[src/rtl/regfile_reader_11b_pkg.sv]
// Shared definitions for the 11-bit register-bank read controller.
// Holds the word width, the controller state encoding and the flattened-bus slice helper.
package regfile_reader_11b_pkg;

    localparam int DATA_W = 11;

    typedef enum logic [1:0] {
        IDLE   = 2'd0,
        SELECT = 2'd1,
        VALID  = 2'd2
    } state_t;

    // LSB position of register idx inside a flattened NREGS*DATA_W bus
    function automatic int unsigned word_lsb(input int unsigned idx);
        return idx * DATA_W;
    endfunction

endpackage

[src/rtl/regfile_reader_11b_onehot_dec.sv]
// Binary-to-one-hot decoder with an enable; all outputs are zero while disabled.
// Shared by the read-side controller and the planned write-side controller.
module onehot_dec #(
    parameter int N  = 8,
    parameter int AW = (N > 1) ? $clog2(N) : 1
) (
    input  logic [AW-1:0] idx,
    input  logic          en,
    output logic [N-1:0]  onehot
);

    always_comb begin
        onehot = '0;
        if (en) begin
            onehot[idx] = 1'b1;
        end
    end

endmodule

[src/rtl/regfile_reader_11b.sv]
// Read-side controller for a bank of 11-bit registers: selects one register per word,
// captures its data/err pair and hands it downstream over a valid/ready handshake.
module regfile_reader_11b
    import regfile_reader_11b_pkg::*;
#(
    parameter int NREGS = 8,
    parameter int AW    = $clog2(NREGS)
) (
    input  logic                    clk,
    input  logic                    rst,
    input  logic                    rd_req,
    input  logic [AW-1:0]           rd_addr,
    input  logic [AW:0]             rd_len,
    output logic [NREGS-1:0]        sel,
    input  logic [NREGS*DATA_W-1:0] bank_data,
    input  logic [NREGS-1:0]        bank_err,
    output logic [DATA_W-1:0]       rd_data,
    output logic                    rd_werr,
    output logic                    rd_valid,
    input  logic                    rd_ready,
    output logic                    busy,
    output logic                    req_err
);

    localparam logic [AW:0]   NREGS_L = (AW + 1)'(NREGS);
    localparam logic [AW-1:0] LAST_IDX = AW'(NREGS - 1);

    state_t      state;
    state_t      next_state;
    logic [AW-1:0] cur;
    logic [AW:0]   rem;
    logic          req_legal;

    assign req_legal = (rd_len != '0) && (rd_len <= NREGS_L) && ({1'b0, rd_addr} < NREGS_L);

    always_comb begin
        next_state = state;
        case (state)
            IDLE: begin
                if (rd_req && req_legal) begin
                    next_state = SELECT;
                end
            end
            SELECT: next_state = VALID;
            VALID: begin
                if (rd_ready) begin
                    next_state = (rem == (AW + 1)'(1)) ? IDLE : SELECT;
                end
            end
            default: next_state = IDLE;
        endcase
    end

    // Capture happens on the edge that leaves SELECT, so data is held for the whole VALID phase
    always_ff @(posedge clk or negedge rst) begin
        if (!rst) begin
            state   <= IDLE;
            cur     <= '0;
            rem     <= '0;
            rd_data <= '0;
            rd_werr <= 1'b0;
            req_err <= 1'b0;
        end else begin
            state   <= next_state;
            req_err <= (state == IDLE) && rd_req && !req_legal;
            case (state)
                IDLE: begin
                    if (rd_req && req_legal) begin
                        cur <= rd_addr;
                        rem <= rd_len;
                    end
                end
                SELECT: begin
                    rd_data <= bank_data[word_lsb(32'(cur)) +: DATA_W];
                    rd_werr <= bank_err[cur];
                end
                VALID: begin
                    if (rd_ready && (rem != (AW + 1)'(1))) begin
                        rem <= rem - 1'b1;
                        cur <= (cur == LAST_IDX) ? '0 : cur + 1'b1;
                    end
                end
                default: ;
            endcase
        end
    end

    assign busy     = (state != IDLE);
    assign rd_valid = (state == VALID);

    onehot_dec #(
        .N  (NREGS),
        .AW (AW)
    ) u_sel_dec (
        .idx    (cur),
        .en     (state == SELECT),
        .onehot (sel)
    );

endmodule

[config.mk]
export PLATFORM = sky130hd
export DESIGN_NAME = regfile_reader_11b
export DESIGN_NICKNAME = d
export VERILOG_FILES = /design/src/rtl/regfile_reader_11b_pkg.sv /design/src/rtl/regfile_reader_11b_onehot_dec.sv /design/src/rtl/regfile_reader_11b.sv
export SDC_FILE = /design/constraint.sdc
export NUM_CORES = 1
export LEC_CHECK = 0
export ABC_CLOCK_PERIOD_IN_PS = 5400
export CORE_ASPECT_RATIO = 1.75
export CORE_UTILIZATION = 38
export CTS_CLUSTER_DIAMETER = 80
export DETAILED_ROUTE_END_ITERATION = 10
export GPL_TIMING_DRIVEN = 0
export PLACE_DENSITY = 0.84
export RECOVER_POWER = 50
export SLEW_MARGIN = 10
export SYNTH_ARGS = -nofsm -noshare
export SYNTH_HDL_FRONTEND = slang
export SYNTH_HIERARCHICAL = 1
export SYNTH_SLANG_ARGS = --single-unit
[constraint.sdc]
create_clock -name clk -period 5.4 [get_ports clk]
set_clock_uncertainty 0.05 [all_clocks]
set_input_delay 0.81 -clock clk [delete_from_list [all_inputs] [get_ports clk]]
set_output_delay 0.81 -clock clk [all_outputs]
set_load 0.01 [all_outputs]
; Word-level counts from Yosys, hierarchy flattened
; Cells that the tools add are included.
[word_totals]
n_memories = 0
ramBits = 0
latchBits = 0
mem_bits_ro = 0
output_inout_bits = 23
elab_cells = 50
register_bits = 22
[op_classes]
n_reduce_logical = 13
n_mul = 1
bitwise = 0
magnitude_cmp = 3
n_addsub = 2
eq_ne = 8
n_mux = 16
n_div = 0
n_shift = 1
[ops]
columns = cell, n
row1 = $shiftx 88x8->11, 1
row2 = $mux 3, 3
row3 = $mux 4, 2
row4 = $mux 8, 1
row5 = $pmux 4 s2, 1
row6 = $mul 3x4->7 const B, 1
row7 = $logic_and 1x1->1, 6
row8 = $ne 2x1->1 const B, 3
row9 = $pmux 2 s3, 1
row10 = $pmux 3 s2, 1
row11 = $eq 4x1->1 const B, 1
row12 = $le 4x4->1 const B, 1
row13 = $lt 3x4->1 const B, 1
row14 = $mux 2, 2
row15 = $ne 4x1->1 const B, 1
row16 = $reduce_bool 2->1, 2
row17 = $reduce_bool 4->1, 1
row18 = $sub 4x1->4 const B, 1
row19 = $add 3x1->3 const B, 1
row20 = $bmux 1 s3, 1
row21 = $demux 1 s3, 1
row22 = $eq 3x3->1 const B, 1
row23 = $ge 3x1->1 const B, 1
row24 = $mux 1, 3
row25 = other kinds (6), 6

; Logic depth before layout (Yosys ltp)
; Gate-level depths: netlist (run 1).
[logic_depth]
ltp_word = 5
ltp_mapped = 6

; By module
; The synthesis (run 1) kept the hierarchy.
[modules_own_cells]
columns = module, area_per_inst_um2, n_inst, cells_per_inst
row1 = regfile_reader_11b, 1752.9, 1, 142
row2 = onehot_dec, 96.3, 1, 8

; Least setup slack after synthesis (run 1)
; No wires, ideal clock.
[synth_timing]
path_kind = input-to-reg
from = input rd_req
to = register cur[2]
required_ns = 5.225
setup_time_ns = 0.125
path_stages = 4
arrival_ns = 1.940
slack_ns = 3.285
n_path_buf = 0
cell_sequence = or3b_1 -> or3_4 -> nand2_8 -> mux2_4
[synth_between]
elab_chain_len = 3
[synth_lines]
columns = element, line
row1 = start: declaration, regfile_reader_11b.sv:11  ; input logic rd_req,
row2 = $logic_and 1x1->1, regfile_reader_11b.sv:68  ; if (rd_req && req_legal) begin
row3 = $ne 2x1->1 (no source line), n/a
row4 = $reduce_and 3->1 (no source line), n/a
row5 = end signal: assignment, regfile_reader_11b.sv:69  ; cur <= rd_addr;
row6 = end signal: assignment, regfile_reader_11b.sv:80  ; cur <= (cur == LAST_IDX) ? '0 : cur + 1'b1;
row7 = end: declaration, regfile_reader_11b.sv:30  ; logic [AW-1:0] cur;
; Every way passes these cells.
; A chain may end at the register's enable or synchronous reset.

; Worst setup path in the final report (run 1)
[layout_timing]
from = register state[1]
to = output sel[2]
[layout_between]
elab_chain_len = 2
[layout_lines]
columns = element, line
row1 = start: declaration, regfile_reader_11b.sv:28  ; state_t state;
row2 = start signal: assignment, regfile_reader_11b.sv:64  ; state <= next_state;
row3 = $eq 2x1->1, regfile_reader_11b.sv:96  ; .en (state == SELECT),
row4 = $mux 8, regfile_reader_11b_onehot_dec.sv:14  ; if (en) begin
row5 = end: declaration, regfile_reader_11b.sv:14  ; output logic [NREGS-1:0] sel,
; Every way passes these cells.

==> impl_metrics.xml, run 1 <==
<?xml version="1.0" encoding="UTF-8"?>
<metrics>
  <group name="run_status">
    <metric name="run_status" unit="">finished, final reports clean</metric>
  </group>
  <group name="setup_path">
    <metric name="cell_with_the_largest_stage_delay_on_the_worst_path" unit="">clkdlybuf4s50_1</metric>
    <metric name="timing.critical_path.arrival" unit="ns">2.30</metric>
    <metric name="critical-path-top-cell-by-count" unit="">inv_1</metric>
    <metric name="timing.critical_path.to_type" unit="">primary output</metric>
    <metric name="timing.critical_path.fanout_max" unit="">10</metric>
    <metric name="rr_worst_depth" unit="">5</metric>
    <metric name="slowest_delay" unit="ns">0.49</metric>
    <metric name="reg2reg_setup_slack" unit="ns">3.31</metric>
    <metric name="r2r-end" unit="">rd_data[2]</metric>
    <metric name="required_time_reported_for_the_critical_path_endpoint" unit="ns">4.54</metric>
    <metric name="worst-setup-path-type" unit="">reg -&gt; out</metric>
    <metric name="critical_path.startpoint_type" unit="">register</metric>
    <metric name="critical_path.cell_chain" unit="">inv_1, nand2_1, clkbuf_1, inv_1, and4bb_2, clkdlybuf4s50_1</metric>
    <metric name="rr_startpoint" unit="">cur[1]</metric>
  </group>
  <group name="synth">
    <metric name="synth.cells.most_frequent" unit="">mux4_2 (24), dfrtp_1 (22), nand2_1 (17)</metric>
    <metric name="postSynthAreaPerCell" unit="um2">12.3</metric>
    <metric name="async_set_reset_flop_share_out_of_synthesis" unit="%">100</metric>
    <metric name="synthDominantAreaCellType" unit="">dfrtp_1</metric>
    <metric name="synth-edff-count" unit="">0</metric>
    <metric name="synth_ff_type" unit="">dfrtp_1</metric>
    <metric name="post_synth_num_cell_types" unit="">32</metric>
    <metric name="synth_fp_nets" unit="">261</metric>
    <metric name="synth.area.top_cells" unit="">dfrtp_1 (30%), mux4_2 (29%), mux2i_1 (7.6%)</metric>
    <metric name="synthesis.instances" unit="">150</metric>
    <metric name="synthMostInstantiatedCell" unit="">mux4_2</metric>
    <metric name="synth.yosys.seq_area_share" unit="%">29.8</metric>
    <metric name="synth_top_area_share" unit="%">29.8</metric>
    <metric name="ys_seq_elements" unit="">22</metric>
    <metric name="yosysWarningCount" unit="">6</metric>
    <metric name="netlist_area" unit="mm2">0.00185</metric>
  </group>
  <group name="floorplan">
    <metric name="core-area" unit="mm2">0.00467</metric>
    <metric name="die_w" unit="um">54.7</metric>
    <metric name="floorplan.die.height" unit="um">94.3</metric>
    <metric name="start_util" unit="%">39.6</metric>
    <metric name="floorplan.die_area" unit="mm2">0.00516</metric>
    <metric name="floorplan.rows" unit="">33</metric>
    <metric name="top_level_ports" unit="">130</metric>
  </group>
  <group name="sta">
    <metric name="rsz0062_at_grt" unit="">false</metric>
    <metric name="finalSetupViolations" unit="">0</metric>
    <metric name="min_period" unit="ns">3.16</metric>
    <metric name="timing.final.max_slew_violations" unit="">0</metric>
    <metric name="max_slew_headroom_at_the_worst_pin" unit="%">31.9</metric>
    <metric name="final.period_utilization" unit="%">58.6</metric>
    <metric name="timing.setup.tns" unit="ns">0</metric>
    <metric name="worst-slew-pin-transition" unit="ns">1.02</metric>
    <metric name="maxClockFrequency" unit="GHz">0.316</metric>
    <metric name="timing_hold_violations_final" unit="">0</metric>
  </group>
  <group name="pwr">
    <metric name="max-vdd-ir-drop" unit="mV">0.290</metric>
    <metric name="power.leakage" unit="nW">1.32</metric>
    <metric name="design_power_total" unit="W">0.00136</metric>
    <metric name="power_per_cell_area" unit="mW/mm2">417</metric>
  </group>
  <group name="worst_hold_path">
    <metric name="holdCritStartpoint" unit="">rd_data[5]</metric>
    <metric name="hold_path_end" unit="">rd_data[5]</metric>
    <metric name="whs_path_depth" unit="">2</metric>
    <metric name="hold_class" unit="">reg -&gt; reg</metric>
  </group>
  <group name="routing">
    <metric name="detailedRoute.firstIterationViolations" unit="">19</metric>
    <metric name="average_routed_wire_per_standard_cell" unit="um">17.0</metric>
    <metric name="dr_total_vias" unit="">1848</metric>
    <metric name="vias_per_cell" unit="">5.52</metric>
    <metric name="antenna_violating_nets_post_route" unit="">0</metric>
    <metric name="router_iterations_before_antenna_repair" unit="">4</metric>
    <metric name="drt-total-wl" unit="um">5680</metric>
    <metric name="drc" unit="">0</metric>
  </group>
  <group name="clocking">
    <metric name="cts-buffers-inserted" unit="">3</metric>
    <metric name="clkTransAtPathRegs" unit="ns">0.08</metric>
    <metric name="number_of_hold_buffers_added_after_cts" unit="">0</metric>
    <metric name="cts_resized" unit="">0</metric>
    <metric name="cts_setup_buffers" unit="">0</metric>
    <metric name="clockBufferDepth" unit="">2</metric>
    <metric name="clock_tree.root_cell" unit="">clkbuf_8</metric>
    <metric name="ctsHtreeMaxLevel" unit="">1</metric>
    <metric name="cts_tree" unit="">done</metric>
    <metric name="clk_latency" unit="ns">0.26</metric>
    <metric name="cts_sinks" unit="">22</metric>
  </group>
  <group name="grt">
    <metric name="initial_antenna_violation_count" unit="">0</metric>
    <metric name="grt_util_all_layers" unit="%">23.9</metric>
    <metric name="grt_start_max_net_pins" unit="">23</metric>
    <metric name="grt_first_pass_wirelength" unit="um">8890</metric>
    <metric name="first_global_vias" unit="">2005</metric>
    <metric name="grt.overflow.total" unit="">0</metric>
  </group>
  <group name="place">
    <metric name="port_buffers" unit="">129</metric>
    <metric name="finalWeightedCongestion" unit="">0.709</metric>
    <metric name="place_hpwl" unit="um">4860</metric>
  </group>
  <group name="final_layout">
    <metric name="nets" unit="">395</metric>
    <metric name="syn2layout_area_growth" unit="%">76.9</metric>
    <metric name="final_layout_size_suffix_gt1_share" unit="%">18.0</metric>
    <metric name="finish.utilization" unit="%">70.1</metric>
    <metric name="antennaDiodeCount" unit="">0</metric>
  </group>
  <group name="flow_run">
    <metric name="drv.max_cap_violation_count" unit="">0</metric>
  </group>
</metrics>
[logic make-up after synthesis]
logic type                 Yosys count  synth area share (%)
muxes                               40                  38.4
DFF                                 22                  29.8
adders and majority gates            4                  2.71
AOI/OAI and AO/OA                   27                  10.8
buffers and inverters               18                  4.33
and+or+nand+nor                     39                  13.9
[worst max-delay path: cells and delay by family (launching register included)]
family	cells	cell delay, ns
AND/OR/NAND/NOR	2	0.47
buffers and inverters	4	1.17
flip-flops	1	0.38
[cell type report]
| class | count | area [um2] |
|---|---|---|
| Fill cell | 367 | 1390 |
| Clock inverter | 1 | 30.0 |
| Multi-Input combinational cell | 110 | 1210 |
| Clock buffer | 3 | 41.3 |
| Inverter | 7 | 26.3 |
| Buffer | 11 | 53.8 |
| Timing Repair Buffer | 129 | 1290 |
| Tap cell | 52 | 65.1 |
| Sequential cell | 22 | 551 |
[worst max-delay path by stage]
| stage | from | endpoint | slack, ns | depth (start not counted) |
|---|---|---|---|---|
| 6_report | state[1] | sel[2] | 2.24 | 6 |
| 5_1_grt | state[1] | sel[2] | 2.08 | 6 |
| 4_1_cts | state[1] | sel[2] | 2.24 | 6 |
| 3_5_place_dp | state[1] | sel[2] | 2.55 | 6 |
| 3_3_place_gp | state[1] | sel[2] | 2.61 | 6 |
| 2_1_floorplan | rd_req | cur[2] | 3.29 | 4 |
[metrics by stage]
step | cell area, um2 | setup slack (ns) | std cells | hold WS (ns)
floorplan | 1850 | 3.29 | 150 | 0.464
global placement | 3210 | 2.61 | 331 | 0.411
detailed placement | 3210 | 2.55 | 331 | 0.419
CTS | 3280 | 2.24 | 335 | 0.439
global route | 3270 | 2.08 | 335 | 0.476
finish | 3270 | 2.24 | 335 | 0.443
[cells in the final DEF (no fill, tap or decap), drive strengths merged, types with 5 or more instances in the layout]
cell type / count
mux2i: 14
buf: 6
mux4: 24
dlygate4sd3: 10
nand2: 18
clkbuf: 8
clkdlybuf4s50: 119
a2bb2oi: 5
inv: 7
dfrtp: 22
o21ai: 15
[where the power goes]
group          switching, W  internal, W
Sequential        0.0000787     0.000245
Clock             0.0000525    0.0000990
Combinational      0.000381     0.000508
Total              0.000512     0.000852
[per-layer routing]
metal	track usage [%]	vias to the layer above	part of all wire [%]
li1	-	851	-
met1	25.5	891	35
met2	43.9	97	57
met3	3.72	9	6.2
met4	8.33	0	1.8
met5	0	-	0
[flip-flops by register name (all words and copies together) (netlist names)]
name,count
cur,3
req_err,1
rd_data,11
rd_werr,1
state,2
rem,4
(Power assumes the default switching activity.)
==> inputs of run 2 (changes only) <==
Settings changed: ABC_CLOCK_PERIOD_IN_PS 5400 to 2800, CORE_UTILIZATION 38 to 32, PLACE_DENSITY 0.84 to 0.76.
Clock period 5.4 ns to 2.8 ns, I/O delays scaled along.
==> impl_metrics.xml, run 2 (same netlist as run 1, synthesis figures left out) <==
<?xml version="1.0" encoding="UTF-8"?>
<metrics>
  <group name="pwr">
    <metric name="power_per_cell_area" unit="mW/mm2">789</metric>
    <metric name="power.leakage" unit="nW">1.30</metric>
    <metric name="max-vdd-ir-drop" unit="mV">0.370</metric>
    <metric name="design_power_total" unit="W">0.00260</metric>
  </group>
  <group name="floorplan">
    <metric name="start_util" unit="%">33.1</metric>
    <metric name="floorplan.rows" unit="">36</metric>
    <metric name="floorplan.die_area" unit="mm2">0.00610</metric>
    <metric name="top_level_ports" unit="">130</metric>
    <metric name="die_w" unit="um">59.5</metric>
    <metric name="floorplan.die.height" unit="um">103</metric>
    <metric name="core-area" unit="mm2">0.00559</metric>
  </group>
  <group name="run_status">
    <metric name="run_status" unit="">finished, final reports clean</metric>
  </group>
  <group name="place">
    <metric name="finalWeightedCongestion" unit="">0.777</metric>
    <metric name="port_buffers" unit="">129</metric>
    <metric name="place_hpwl" unit="um">4960</metric>
  </group>
  <group name="sta">
    <metric name="worst-slew-pin-transition" unit="ns">0.986</metric>
    <metric name="timing.setup.tns" unit="ns">0</metric>
    <metric name="final.period_utilization" unit="%">92.4</metric>
    <metric name="timing.final.max_slew_violations" unit="">0</metric>
    <metric name="maxClockFrequency" unit="GHz">0.387</metric>
    <metric name="min_period" unit="ns">2.59</metric>
    <metric name="finalSetupViolations" unit="">0</metric>
    <metric name="max_slew_headroom_at_the_worst_pin" unit="%">34.1</metric>
    <metric name="rsz0062_at_grt" unit="">false</metric>
    <metric name="timing_hold_violations_final" unit="">0</metric>
  </group>
  <group name="final_layout">
    <metric name="syn2layout_area_growth" unit="%">78.1</metric>
    <metric name="antennaDiodeCount" unit="">0</metric>
    <metric name="most_flops_register" unit="">rd_data</metric>
    <metric name="nets" unit="">395</metric>
    <metric name="largest_reg_flops" unit="">11</metric>
    <metric name="registers_with_the_highest_flip_flop_counts" unit="">rd_data x11, rem x4, cur x3</metric>
    <metric name="final_common_cell" unit="">clkdlybuf4s50_1</metric>
    <metric name="final_layout_size_suffix_gt1_share" unit="%">19.1</metric>
    <metric name="layout.cells.most_common_list" unit="">clkdlybuf4s50_1 (129), mux4_2 (24), dfrtp_1 (22), nand2_1 (16), o21ai_0 (15)</metric>
  </group>
  <group name="grt">
    <metric name="grt_util_all_layers" unit="%">19.7</metric>
    <metric name="grt_first_pass_wirelength" unit="um">8870</metric>
    <metric name="grt.overflow.total" unit="">0</metric>
    <metric name="first_global_vias" unit="">1959</metric>
    <metric name="grt_start_max_net_pins" unit="">23</metric>
    <metric name="initial_antenna_violation_count" unit="">0</metric>
  </group>
  <group name="setup_path">
    <metric name="r2r-end" unit="">rd_data[5]</metric>
    <metric name="worst-setup-path-type" unit="">reg -&gt; out</metric>
    <metric name="timing.critical_path.to_type" unit="">primary output</metric>
    <metric name="critical_path.startpoint_type" unit="">register</metric>
    <metric name="reg2reg_setup_slack" unit="ns">0.67</metric>
    <metric name="rr_startpoint" unit="">cur[1]</metric>
    <metric name="timing.critical_path.arrival" unit="ns">2.12</metric>
    <metric name="timing.critical_path.fanout_max" unit="">10</metric>
    <metric name="rr_worst_depth" unit="">5</metric>
    <metric name="required_time_reported_for_the_critical_path_endpoint" unit="ns">2.33</metric>
  </group>
  <group name="routing">
    <metric name="drc" unit="">0</metric>
    <metric name="detailedRoute.firstIterationViolations" unit="">26</metric>
    <metric name="router_iterations_before_antenna_repair" unit="">4</metric>
    <metric name="vias_per_cell" unit="">5.01</metric>
    <metric name="average_routed_wire_per_standard_cell" unit="um">15.8</metric>
    <metric name="antenna_violating_nets_post_route" unit="">0</metric>
    <metric name="drt-total-wl" unit="um">5660</metric>
    <metric name="dr_total_vias" unit="">1798</metric>
  </group>
  <group name="flow_run">
    <metric name="drv.max_cap_violation_count" unit="">0</metric>
  </group>
  <group name="worst_hold_path">
    <metric name="holdCritStartpoint" unit="">rd_data[6]</metric>
    <metric name="whs_path_depth" unit="">2</metric>
    <metric name="hold_path_end" unit="">rd_data[6]</metric>
    <metric name="hold_class" unit="">reg -&gt; reg</metric>
  </group>
  <group name="clocking">
    <metric name="clkTransAtPathRegs" unit="ns">0.08</metric>
    <metric name="cts-buffers-inserted" unit="">3</metric>
    <metric name="clockBufferDepth" unit="">2</metric>
    <metric name="clock_tree.root_cell" unit="">clkbuf_8</metric>
    <metric name="cts_sinks" unit="">22</metric>
    <metric name="ctsHtreeMaxLevel" unit="">1</metric>
    <metric name="clk_latency" unit="ns">0.26</metric>
    <metric name="cts_tree" unit="">done</metric>
    <metric name="cts_setup_buffers" unit="">0</metric>
  </group>
</metrics>
-- run 2: per-stage QoR --
stage | instances | util [%] | setup slack [ns] | cell area (um2) | hold slack, ns
floorplan | 150 | - | 0.992 | 1850 | 0.0744
global placement | 355 | 57.9 | 0.364 | 3240 | 0.413
detailed placement | 355 | 57.9 | 0.311 | 3240 | 0.422
CTS | 359 | 58.9 | 0.0137 | 3290 | 0.440
global route | 359 | 59.0 | 0.00237 | 3290 | 0.462
finish | 359 | 59.0 | 0.213 | 3290 | 0.433
-- run 2: worst max path at each step --
| stage | from | endpoint | slack (ns) |
|---|---|---|---|
| global placement | state[1] | sel[0] | 0.36 |
| global route | state[1] | sel[0] | 0.002 |
| detailed placement | state[1] | sel[0] | 0.31 |
| CTS | state[1] | sel[0] | 0.01 |
| floorplan | cur[0] | rd_data[2] | 0.99 |
| finish | state[1] | sel[0] | 0.21 |
-- run 2: routing by layer --
| metal | vias up | share of wire (%) | GRT usage [%] |
|---|---|---|---|
| met5 | - | 0 | 0 |
| li1 | 854 | - | - |
| met2 | 73 | 60 | 39.3 |
| met4 | 0 | 2.1 | 6.96 |
| met1 | 860 | 34 | 20.1 |
| met3 | 11 | 3.9 | 2.01 |
-- run 2: area by class of cell --
cell class                      count  area [um2]
Fill cell                         513        2290
Timing Repair Buffer              129        1290
Multi-Input combinational cell    110        1220
Sequential cell                    22         551
Tap cell                           76        95.1
Clock buffer                        4        55.1
Buffer                             11        55.1
Inverter                            7        26.3
-- run 2: timing repair --
action,in CTS,in global routing
resized for setup,0,4
hold buffers,0,0
endpoints found under the setup margin,0,8
-- run 2: report_power, final --
part           internal, W  leakage (nW)  switching (W)  total, W
clock             0.000125        0.0288       0.000102  0.000228
combinational      0.00101          1.00       0.000753   0.00176
sequential        0.000471         0.268       0.000142  0.000613
-- run 2: critical path, stage by stage, from the launching register on --
cell	delay, ns
dfrtp_1	0.40
inv_1	0.12
nand2_2	0.13
buf_2	0.21
inv_1	0.16
nor4b_2	0.25
clkdlybuf4s50_1	0.58
